[src/rtl/majority_ballot_ctrl.sv]
// Ballot sequencer for the 4-input majority voter: collects one vote per voter
// over valid/ack handshakes, applies the chair tie-break rule, holds the decision.
module majority_ballot_ctrl #(
  parameter int unsigned TIMEOUT = 16
) (
  input  logic       clk,
  input  logic       rst,
  input  logic       start,
  input  logic [3:0] vote_valid,
  input  logic [3:0] vote_val,
  output logic [3:0] vote_ack,
  input  logic       result_ready,
  output logic       result,
  output logic       result_valid,
  output logic       busy,
  output logic       timed_out,
  output logic [3:0] missing
);

  localparam int unsigned CW = 8;
  localparam int unsigned NV = 4;

  typedef enum logic [1:0] {IDLE, COLLECT, DECIDE, HOLD} state_t;

  state_t          state;
  logic [NV-1:0]   ballot;
  logic [NV-1:0]   received;
  logic [CW-1:0]   counter;

  logic [NV-1:0]   accept_c;
  logic [NV-1:0]   received_nxt_c;
  logic [2:0]      ones_c;
  logic            majority_c;

  // First vote from each voter is accepted; repeats are dropped.
  always_comb begin
    accept_c       = vote_valid & ~received;
    received_nxt_c = received | accept_c;
  end

  // Chair (voter 3) breaks a 2-2 tie; missing votes already read as 0.
  always_comb begin
    ones_c     = 3'(ballot[0]) + 3'(ballot[1]) + 3'(ballot[2]) + 3'(ballot[3]);
    majority_c = (ones_c >= 3'd3) || ((ones_c == 3'd2) && ballot[3]);
  end

  always_ff @(posedge clk or posedge rst) begin
    if (rst) begin
      state        <= IDLE;
      ballot       <= '0;
      received     <= '0;
      counter      <= '0;
      vote_ack     <= '0;
      result       <= 1'b0;
      result_valid <= 1'b0;
      busy         <= 1'b0;
      timed_out    <= 1'b0;
      missing      <= '0;
    end else begin
      vote_ack <= '0;
      case (state)
        IDLE: begin
          if (start) begin
            state     <= COLLECT;
            busy      <= 1'b1;
            ballot    <= '0;
            received  <= '0;
            counter   <= '0;
            timed_out <= 1'b0;
            missing   <= '0;
          end
        end
        COLLECT: begin
          vote_ack <= accept_c;
          ballot   <= (ballot & ~accept_c) | (vote_val & accept_c);
          received <= received_nxt_c;
          if (received_nxt_c == '1) begin
            state <= DECIDE;
          end else if (counter == CW'(TIMEOUT - 1)) begin
            state     <= DECIDE;
            timed_out <= 1'b1;
          end else begin
            counter <= counter + CW'(1);
          end
        end
        DECIDE: begin
          result       <= majority_c;
          missing      <= ~received;
          result_valid <= 1'b1;
          state        <= HOLD;
        end
        HOLD: begin
          if (result_ready) begin
            result_valid <= 1'b0;
            busy         <= 1'b0;
            state        <= IDLE;
          end
        end
        default: begin
          state <= IDLE;
          busy  <= 1'b0;
        end
      endcase
    end
  end

endmodule

[config.mk]
export PLATFORM = sky130hd
export DESIGN_NAME = majority_ballot_ctrl
export DESIGN_NICKNAME = d
export VERILOG_FILES = /design/src/rtl/majority_ballot_ctrl.sv
export SDC_FILE = /design/constraint.sdc
export NUM_CORES = 1
export LEC_CHECK = 0
export BUFFER_PORTS_ARGS = -buffer_cell sky130_fd_sc_hd__buf_2
export CAP_MARGIN = 25
export CORE_UTILIZATION = 50
export DETAILED_ROUTE_END_ITERATION = 6
export GPL_ROUTABILITY_DRIVEN = 0
export GPL_TIMING_DRIVEN = 0
export HOLD_SLACK_MARGIN = 0.08
export PLACE_DENSITY = 0.82
export SYNTH_ARGS = -nofsm -noshare
export SYNTH_HDL_FRONTEND = slang
export SYNTH_SLANG_ARGS = --single-unit
[constraint.sdc]
create_clock -name clk -period 2.4 [get_ports clk]
set_input_delay 0.12 -clock clk [delete_from_list [all_inputs] [get_ports clk]]
set_output_delay 0.12 -clock clk [all_outputs]
set_load 0.1 [all_outputs]
# --- Word-level counts from Yosys, hierarchy flattened ---
# Cells that the tools add are included.
totals:
  register_bits: 30
  inputBits: 12
  output_inout_bits: 12
op_classes:
  n_addsub: 4
  magnitude_cmp: 1
  eq_ne: 12
  mux: 22
  n_bitwise: 7
  reduce_logical: 14
ops:
  columns: ["cell", "count"]
  rows:
  - ["two-way mux 8 bit", 3]
  - ["one-hot mux 4 bit (2 select lines)", 3]
  - ["one-hot mux 8 bit (2 select lines)", 1]
  - ["bitwise AND 4 bit", 3]
  - ["inequality test 2 bit (second input constant)", 5]
  - ["adder 8 x 1 -> 8 bit (second input constant)", 1]
  - ["== test 8 x 4 -> 1 bit (second input constant)", 1]
  - ["two-way mux 2 bit", 4]
  - ["two-way mux 4 bit", 2]
  - ["inverter 4 bit", 2]
  - ["OR 4 bit", 2]
  - ["one-hot mux 2 bit (4 select lines)", 1]
  - ["AND reduction 4 bit", 2]
  - ["nonzero test 2 bit", 4]
  - ["one-hot mux 1 bit (2 select lines)", 3]
  - ["AND reduction 2 bit", 3]
  - ["AND reduction 3 bit", 2]
  - ["two-way mux 1 bit", 5]
  - ["== test 2 bit (second input constant)", 2]
  - ["== test 4 bit (second input constant)", 1]
  - ["adder 2 x 1 -> 3 bit", 1]
  - ["adder 3 x 1 -> 3 bit", 1]
  - ["== test 3 x 2 -> 1 bit (second input constant)", 1]
  - [">= comparator 3 x 2 -> 1 bit (second input constant)", 1]
  - ["other kinds (6)", 6]

# --- Longest topological paths before layout ---
# Gate-level depths: netlist of the first run.
depth:
  word_depth: 6
  mapped_depth: 8

# --- Least setup slack after synthesis of the first run ---
# No wires, ideal clock.
synth_timing:
  kind: "register to register"
  start: "reg counter[0]"
  end: "reg state[1]"
  setup_ps: 125
  arrival_time_ps: 1591
  path_slack_ps: 684
  path_stages_with_launch: 6
  n_path_buf: 0
  synth_period_minus_slack_ps: 1716
  cell_sequence: "dfrtp_1 ha_1 and3_1 a2bb2o_4 o221ai_2 mux2_4"
synth_via:
  elab_chain_len: 3
synth_lines:
  columns: ["item", "line_no", "text"]
  rows:
  - ["start, declared", "28", "logic [CW-1:0] counter;"]
  - ["start signal, assigned", "83", "counter <= counter + CW'(1);"]
  - ["== test 8 x 4 -> 1 bit", "79", "end else if (counter == CW'(TIMEOUT - 1)) begin"]
  - ["inequality test 3 bit (no line)", null, null]
  - ["AND reduction 3 bit (no line)", null, null]
  - ["end signal, assigned", "78", "state <= DECIDE;"]
  - ["end signal, assigned", "80", "state <= DECIDE;"]
  - ["end signal, assigned", "90", "state <= HOLD;"]
  - ["end, declared", "25", "state_t state;"]
# Every way passes these cells.
# A chain may end at the register's enable or synchronous reset.

# --- Worst setup path in the final report of the first run ---
layout_timing:
  start: "reg state[0]"
  end: "reg counter[7]"
layout_via:
  elab_chain_len: 3
  word_cells_on_any_way: 8
layout_lines:
  columns: ["item", "line_no", "text"]
  rows:
  - ["start signal, assigned", "49", "state <= IDLE;"]
  - ["start signal, assigned", "64", "state <= COLLECT;"]
  - ["start signal, assigned", "78", null]
  - ["== test 2 x 1 -> 1 bit or zero test 2 bit (tied branches)", "61", "case (state)"]
  - ["inequality test 2 bit (no line) or nonzero test 2 bit (tied branches)", null, null]
  - ["AND reduction 4 bit (no line)", null, null]
# Parallel ways exist; a longest one is shown, timed or not.

==> reports/results.txt, run 1 <==
total global-route track usage -> 24.09%
R2R cell count -> 8
most frequent cells in the layout -> dfrtp_1, buf_2, nand2_1
drt total wl -> 3331 um
layout cells sized above 1 -> 20.59%
Clock power frac -> 12.0%
cells after synthesis -> 162
cell area power density -> 1383 nW/um^2
status -> complete, no violations
main flop type after synthesis -> dfrtp_1
Die W -> 58.53 um
worst path cell trace -> inv_1 > ha_1 > mux2i_1 > buf_2 > buf_2 > nor3_1 > nand3_1 > nand3_1
Fin Setup TNS -> 0 ns
Initial Util -> 52.34%
Unique masters post-synth -> 31
Lkg Pwr -> 0.0009319 uW
Reg clk slew, reported paths -> 0.10 ns
sequential power share -> 31.3%
Core Box Area -> 3053 um^2
Slew Limit Fails -> 0
Hold Vio Cnt, Final -> 0
Final period util -> 81.98%
delay-heaviest family, CP -> buffers and inverters
gr ovfl total -> 0
Crit Path Class -> reg -> reg
clk sinks -> 30
RSZ-0062 raised after global routing -> no
sw frac -> 53.61%
first-pass GRT wire length -> 6092 um
worst path required time -> 2.61 ns
Slew HR -> 56.33%
number of synthesized flops with an enable pin -> 0
via/cell ratio -> 5.383
number of global-route vias before repair -> 1390
CTS tree -> yes
Post-Syn Nets -> 183
Mapped Area -> 1598 um^2
Buf+Inv Stages, Crit Path -> 3
commonest non-fill, non-tap cell in the layout -> dfrtp_1
Yosys reg bits -> 30
Internal -> 1257 uW
FMAX -> 508.3 MHz
DRT iter0 DRCs -> 37
Psw -> 1452 uW
Final nets -> 224
drt wl/cell -> 13.43 um
Cell Rows -> 20
Hold/Removal Path Class -> in -> reg
initial antenna violation count -> 0
clk_skew -> 0.01355 ns
maxcap violations -> 0
CTS Buffer Depth -> 2
maximum vdd drop -> 0.6333 mV
clk_lat worst skew -> 0.34 ns
Die Area -> 3426 um^2
endpoint type of the worst setup path -> flop
Async SR Flop Fraction -> 100.0%
Levels on crit path -> 8
Non-Filler Instances -> 248
DRT Pass-1 Iters -> 4
syn avg cell area -> 9.863 um^2
slowest stage cell, crit path -> dfrtp_1
CTS Buf Count -> 5
Comb pwr share -> 56.7%
Worst-Margin Slew -> 0.6543 ns
antenna cells -> 0
htree depth -> 2
crit-path max cell delay -> 0.42 ns
DRT antenna net count -> 0
Crit Path Max Fanout -> 10
Final min period -> 1.967 ns
largest net degree at the start of global routing -> 17
Area Growth Syn to Fin -> 22.63%
Seq/Total Area, Yosys -> 46.99%
Final Setup Violations -> 0
CP Launch Type -> flop
hold depth -> 3
CP arrival -> 2.18 ns
num ports -> 24
# port buffers -> 23
DR vias -> 1335
root buffer selected by CTS -> clkbuf_4
post-placement cell count -> 230
final core occ -> 64.18%
Residual DRC -> 0
Die Y -> 58.53 um
warnings from Yosys -> 0
Final HPWL DP -> 2445 um
==> registers in the layout, indices dropped and copies added, names as in the netlist <==
register and cells:
busy 1, counter 8, ballot 4, timed_out 1, result 1, received 4, missing 4, vote_ack 4
state 2, result_valid 1
==> layout make-up <==
class                           instances  area [um^2]
Fill cell                             257         1094
Clock inverter                          2        12.51
Inverter                               11        41.29
Buffer                                  5        22.52
Clock buffer                            6        51.30
Sequential cell                        30        750.7
Multi-Input combinational cell        116        783.3
Tap cell                               44        55.05
Timing Repair Buffer                   34        242.7
==> cell usage after synthesis (2+ instances only) <==
master / number / area (um^2)
a31oi_1: 2 / 12.51
mux2i_1: 9 / 90.09
o22ai_2: 2 / 25.02
inv_1: 11 / 41.29
o311ai_1: 2 / 17.52
o21ai_0: 6 / 30.03
nor2_1: 16 / 60.06
o21ai_1: 5 / 25.02
clkbuf_1: 2 / 7.510
nand3_1: 5 / 25.02
nor3b_1: 8 / 60.06
a21oi_1: 15 / 75.07
ha_1: 8 / 100.1
nor3_1: 5 / 25.02
and3_1: 2 / 12.51
nand2_1: 18 / 67.56
dfrtp_1: 30 / 750.7
buf_2: 3 / 15.01
==> power by group through the flow <==
stage | logic [uW] | clock network, uW | registers (uW)
final | 1540 | 324 | 849
after detailed placement | 1520 | 0 | 860
after global placement | 1460 | 0 | 845
after global routing | 1670 | 358 | 878
after CTS | 1530 | 338 | 848
after floorplan | 704 | 0 | 1360
==> what timing repair did <==
| action | in CTS | in global routing |
|---|---|---|
| endpoints found under the setup margin | 0 | 0 |
| setup buffers | 0 | 0 |
| hold buffers | 10 | 0 |
| gates resized for setup | 0 | 0 |
| hold endpoints to repair | 26 | 0 |
==> worst reg2reg max path, stage by stage, from the launching register on <==
cell and delay, ns:
dfrtp_1 0.42, inv_1 0.14, ha_1 0.29, mux2i_1 0.26, buf_2 0.25, buf_2 0.25, nor3_1 0.07, nand3_1 0.10
nand3_1 0.07
==> worst paths after layout <==
kind / from / to / slack (ns)
max in group asynchronous: rst / counter[3]$_DFFE_PP0P_ / 1.48
min in group asynchronous: rst / missing[1]$_DFFE_PP0P_ / 0.40
worst min register to register: missing[0]$_DFFE_PP0P_ / missing[0]$_DFFE_PP0P_ / 0.49
worst min-delay path: start / busy$_DFFE_PP0P_ / 0.12
worst max-delay path: state[0]$_DFFE_PP0P_ / counter[7]$_DFFE_PP0P_ / 0.43
worst max register to register: state[0]$_DFFE_PP0P_ / counter[7]$_DFFE_PP0P_ / 0.43
==> cell families after synthesis <==
| family | Yosys count | synth area share [%] |
|---|---|---|
| muxes | 10 | 6.578 |
| buffers and inverters | 16 | 3.994 |
| AOI/OAI and AO/OA | 39 | 16.76 |
| and+or+nand+nor | 58 | 18.17 |
| adders and majority gates | 9 | 7.518 |
| DFF | 30 | 46.99 |
==> per-stage QoR <==
step / area (um^2) / worst slack, ns / power (uW) / hold slack (ns)
detailed placement: 1795 / 0.4649 / 2376 / 0.2430
global placement: 1768 / 0.5018 / 2306 / 0.3352
CTS: 1959 / 0.4263 / 2721 / 0.1023
floorplan: 1598 / 0.6836 / 2069 / 0.2098
global route: 1959 / 0.2718 / 2909 / 0.1316
finish: 1959 / 0.4325 / 2709 / 0.1197
==> per-layer routing <==
| layer | GRT usage (%) | up-vias | wire [um] |
|---|---|---|---|
| met1 | 30.38 | 635 | 1506 |
| met5 | 0 | - | 0 |
| li1 | - | 660 | - |
| met3 | 6.593 | 9 | 140 |
| met2 | 38.75 | 31 | 1586 |
| met4 | 11.22 | 0 | 97 |
Note: power is estimated with default switching activity, not from simulation.
==> inputs of run 2 (changes only) <==
--- a/config.mk
+++ b/config.mk
@@ -12,7 +12,7 @@
 export GPL_ROUTABILITY_DRIVEN = 0
 export GPL_TIMING_DRIVEN = 0
 export HOLD_SLACK_MARGIN = 0.08
-export PLACE_DENSITY = 0.82
+export PLACE_DENSITY = 0.85
 export SYNTH_ARGS = -nofsm -noshare
 export SYNTH_HDL_FRONTEND = slang
 export SYNTH_SLANG_ARGS = --single-unit
==> constraint.sdc (replaced) <==
create_clock -name clk -period 1.7 [get_ports clk]
set_input_delay 0.085 -clock clk [delete_from_list [all_inputs] [get_ports clk]]
set_output_delay 0.085 -clock clk [all_outputs]
set_load 0.1 [all_outputs]
==> reports/results.txt, run 2 (synthesis gave the netlist of run 1 again) <==
status -> finished, violations left
failing checks -> negative setup slack
DRT iter0 DRCs -> 57
cell area power density -> 2108 nW/um^2
Area Growth Syn to Fin -> 36.73%
most frequent cells in the layout -> dfrtp_1, buf_2, nand2_1
CP Launch Type -> flop
Hold Vio Cnt, Final -> 0
drt total wl -> 4021 um
Die Area -> 3426 um^2
CTS Buf Count -> 5
clk sinks -> 30
Lkg Pwr -> 0.0009913 uW
Slew Limit Fails -> 0
Final HPWL DP -> 2394 um
Reg with most FFs -> counter
drt wl/cell -> 15.77 um
total global-route track usage -> 24.47%
first-pass GRT wire length -> 6120 um
Worst-Margin Slew -> 0.6975 ns
maximum vdd drop -> 0.8247 mV
endpoint type of the worst setup path -> flop
fillers -> 220
DR vias -> 1426
Post-Place Worst Slack -> -0.2620 ns
Residual DRC -> 0
Die W -> 58.53 um
DP Area -> 1812 um^2
initial antenna violation count -> 0
Crit Path Class -> reg -> reg
via/cell ratio -> 5.592
CP arrival -> 1.99 ns
RSZ-0062 raised after global routing -> yes
Hold/Removal Path Class -> in -> reg
number of global-route vias before repair -> 1423
Final nets -> 231
Reg clk slew, reported paths -> 0.11 ns
DRT Pass-1 Iters -> 4
DRT antenna net count -> 0
maxcap violations -> 0
final core occ -> 71.56%
clk_lat worst skew -> 0.36 ns
register area -> 750.7 um^2
largest net degree at the start of global routing -> 17
num ports -> 24
clk_skew -> 0.02161 ns
htree depth -> 2
Final Setup Violations -> 1
max FFs per register -> 8
CTS tree -> yes
Slew HR -> 53.45%
Final Cell Area -> 2185 um^2
FMAX -> 587.1 MHz
Core Box Area -> 3053 um^2
Initial Util -> 52.34%
layout cells sized above 1 -> 32.23%
Final min period -> 1.703 ns
commonest non-fill, non-tap cell in the layout -> dfrtp_1
antenna cells -> 0
Final period util -> 100.2%
root buffer selected by CTS -> clkbuf_4
worst path required time -> 1.99 ns
Cell Rows -> 20
Die Y -> 58.53 um
CTS Buffer Depth -> 2
gr ovfl total -> 0
# port buffers -> 23
Crit Path Max Fanout -> 2
area of the multi-input gates -> 897.1 um^2
slack of the critical path -> -0.003177 ns
run 2: cell count changes in the layout (fill, tap and decap cells not counted), sizes merged:
cell,change
buf,+8
bufinv,+2
clkbuf,-1
clkinv,-1
clkinvlp,-1
run 2: path summary, 6_finish.rpt:
| check | from | to | slack (ns) | depth (start not counted) |
|---|---|---|---|---|
| max in group asynchronous | rst | counter[3]$_DFFE_PP0P_ | 0.77 | 4 |
| hold / removal | start | busy$_DFFE_PP0P_ | 0.11 | 3 |
| min in group asynchronous | rst | busy$_DFFE_PP0P_ | 0.40 | 3 |
| setup reg to reg | ballot[3]$_DFFE_PP0P_ | result$_DFFE_PP0P_ | -0.003 | 7 |
| hold reg to reg | missing[2]$_DFFE_PP0P_ | missing[2]$_DFFE_PP0P_ | 0.49 | 2 |
| setup / recovery | ballot[3]$_DFFE_PP0P_ | result$_DFFE_PP0P_ | -0.003 | 7 |
run 2: final cells by class:
type,instances,share of cell area (%)
plain buffers,5,1.661
repair buffers,41,13.40
inverters,11,1.890
clock buffers,6,2.348
clock inverters,2,2.749
flip-flops and latches,30,34.36
multi-input cells,116,41.07
well taps,44,2.520
run 2: repair_timing:
| item | in CTS | in global routing |
|---|---|---|
| setup endpoints to repair | 14 | 10 |
| hold buffers | 10 | 0 |
| pin swaps | 2 | 4 |
| cloned | 0 | 1 |
| hold endpoints to repair | 29 | 0 |
| gates resized for setup | 16 | 12 |
| setup buffers | 3 | 3 |
run 2: through the flow:
step	total power, uW	std cells	hold WS [ns]	TNS, ns
finish	4605	255	0.1107	-0.003177
global placement	3293	229	0.3254	-1.771
CTS	4318	251	0.09056	0
detailed placement	3374	230	0.2127	-1.988
floorplan	2949	162	0.1748	0
global route	4864	255	0.1102	-0.1211
run 2: report_power, final:
part | switching [uW] | leakage (uW) | internal (uW) | total [uW]
clock network | 280 | 0.0000585 | 498 | 778
registers | 259 | 0.000391 | 972 | 1230
logic | 1740 | 0.000542 | 857 | 2600
total | 2280 | 0.000991 | 2330 | 4610
run 2: metal layers:
metal	track usage [%]	up-vias	part of all wire, %
met1	27.41	695	42
met3	7.912	10	4.9
met4	10.88	0	1.9
li1	-	672	-
met2	42.53	49	51
met5	0	-	0
run 2: critical path: stages (launching register included):
cell     delay, ns
dfrtp_1       0.37
inv_2         0.05
fa_1          0.52
inv_1         0.04
ha_2          0.17
ha_4          0.27
o21ai_2       0.05
a31oi_1       0.16
==> inputs of run 3 (changes only) <==
--- a/config.mk
+++ b/config.mk
@@ -13,6 +13,7 @@
 export GPL_TIMING_DRIVEN = 0
 export HOLD_SLACK_MARGIN = 0.08
 export PLACE_DENSITY = 0.85
+export REMOVE_ABC_BUFFERS = 1
 export SYNTH_ARGS = -nofsm -noshare
 export SYNTH_HDL_FRONTEND = slang
 export SYNTH_SLANG_ARGS = --single-unit
==> reports/results.txt, run 3 (synthesis gave the netlist of run 1 again) <==
CP Launch Type -> flop
CTS tree -> yes
slowest stage cell, crit path -> fa_1
worst hold slack -> 0.1726 ns
clk_lat worst skew -> 0.34 ns
Final period util -> 101.0%
crit-path max cell delay -> 0.52 ns
total global-route track usage -> 24.28%
Slew HR -> 61.21%
clk_skew -> 0.007908 ns
Final HPWL DP -> 2230 um
# port buffers -> 23
maxcap violations -> 0
gr ovfl total -> 0
root buffer selected by CTS -> clkbuf_4
FMAX -> 582.3 MHz
Worst-Margin Slew -> 0.5812 ns
antenna cells -> 0
CP arrival -> 1.97 ns
Hold Vio Cnt, Final -> 0
status -> finished, violations left
Final Setup Violations -> 1
Hold/Removal Path Class -> in -> reg
Core Box Area -> 3053 um^2
num ports -> 24
largest net degree at the start of global routing -> 19
drt wl/cell -> 15.95 um
Lkg Pwr -> 0.001021 uW
failing checks -> negative setup slack
Post-Place Worst Slack -> -0.6325 ns
Die Area -> 3426 um^2
Final nets -> 240
Residual DRC -> 0
worst path cell trace -> inv_2 > fa_1 > inv_1 > ha_2 > ha_4 > o21ai_2 > a31oi_1
DR vias -> 1473
DRT antenna net count -> 0
CTS Buffer Depth -> 2
most frequent cells in the layout -> dfrtp_1, buf_2, nand2_1
Fin Setup TNS -> -0.01721 ns
first-pass GRT wire length -> 6092 um
htree depth -> 2
Crit Path Class -> reg -> reg
via/cell ratio -> 5.601
number of global-route vias before repair -> 1315
DRT iter0 DRCs -> 78
slack of the critical path -> -0.01721 ns
CTS Buf Count -> 5
initial antenna violation count -> 0
max FFs per register -> 8
Area Growth Syn to Fin -> 41.27%
Final min period -> 1.717 ns
Slew Limit Fails -> 0
Crit Path Max Fanout -> 2
worst path required time -> 1.95 ns
cell area power density -> 2109 nW/um^2
commonest non-fill, non-tap cell in the layout -> dfrtp_1
DRT Pass-1 Iters -> 4
Cell Rows -> 20
RSZ-0062 raised after global routing -> yes
final core occ -> 73.93%
Reg clk slew, reported paths -> 0.10 ns
layout cells sized above 1 -> 34.25%
maximum vdd drop -> 1.242 mV
endpoint type of the worst setup path -> flop
clk sinks -> 30
Die Y -> 58.53 um
Reg with most FFs -> counter
Die W -> 58.53 um
drt total wl -> 4195 um
Initial Util -> 52.34%
run 3: cell types whose count changed in the layout (fill, tap and decap cells not counted), sizes merged:
cell,previous run,this run
buf,35,43
bufinv,2,1
clkbuf,7,6
clkinvlp,0,1
inv,11,10
mux2i,9,11
run 3: path summary, 6_finish.rpt:
| path | startpoint | endpoint | slack [ns] | cells past startpoint |
|---|---|---|---|---|
| setup / recovery | ballot[0]$_DFFE_PP0P_ | result$_DFFE_PP0P_ | -0.02 | 7 |
| hold / removal | start | busy$_DFFE_PP0P_ | 0.17 | 3 |
| setup reg to reg | ballot[0]$_DFFE_PP0P_ | result$_DFFE_PP0P_ | -0.02 | 7 |
| hold reg to reg | missing[3]$_DFFE_PP0P_ | missing[3]$_DFFE_PP0P_ | 0.48 | 2 |
| max in group asynchronous | rst | result$_DFFE_PP0P_ | 0.87 | 4 |
| min in group asynchronous | rst | state[1]$_DFFE_PP0P_ | 0.34 | 3 |
run 3: metal layers:
layer  global-route usage [%]  vias up  part of all wire, %
li1                         -      697                    -
met4                    5.782        0                  1.5
met2                    40.72       70                   49
met5                        0        -                    0
met1                    31.75      698                   43
met3                    6.154        8                  6.2
run 3: final cells by class:
type | instances | area [um^2]
multi-input cells | 118 | 919.6
clock buffers | 6 | 51.30
fillers | 204 | 795.8
inverters | 11 | 47.55
well taps | 44 | 55.05
flip-flops and latches | 30 | 752.0
clock inverters | 1 | 30.03
repair buffers | 53 | 401.6
run 3: worst max-delay path: cells and delay by family, from the launching register on:
family | cells | cell delay, ns
buf+inv | 2 | 0.08
compound gates | 2 | 0.22
fa+ha+maj | 3 | 0.95
flops | 1 | 0.37
run 3: through the flow:
stage / std cells / power (uW) / instance area [um^2]
finish: 263 / 4761 / 2257
global route: 263 / 5004 / 2257
CTS: 257 / 4444 / 2166
detailed placement: 225 / 3319 / 1777
global placement: 224 / 3222 / 1745
floorplan: 157 / 2880 / 1575
run 3: where the power goes:
group	switching (uW)	internal, uW
clock	256	342
sequential	270	975
combinational	1850	1070
run 3: repair_timing:
item | in CTS | in global routing
resized for setup | 17 | 9
hold endpoints to repair | 26 | 0
gates cloned | 2 | 0
hold buffers | 10 | 0
setup endpoints to repair | 19 | 12
buffers inserted | 13 | 6
pin swaps | 2 | 3
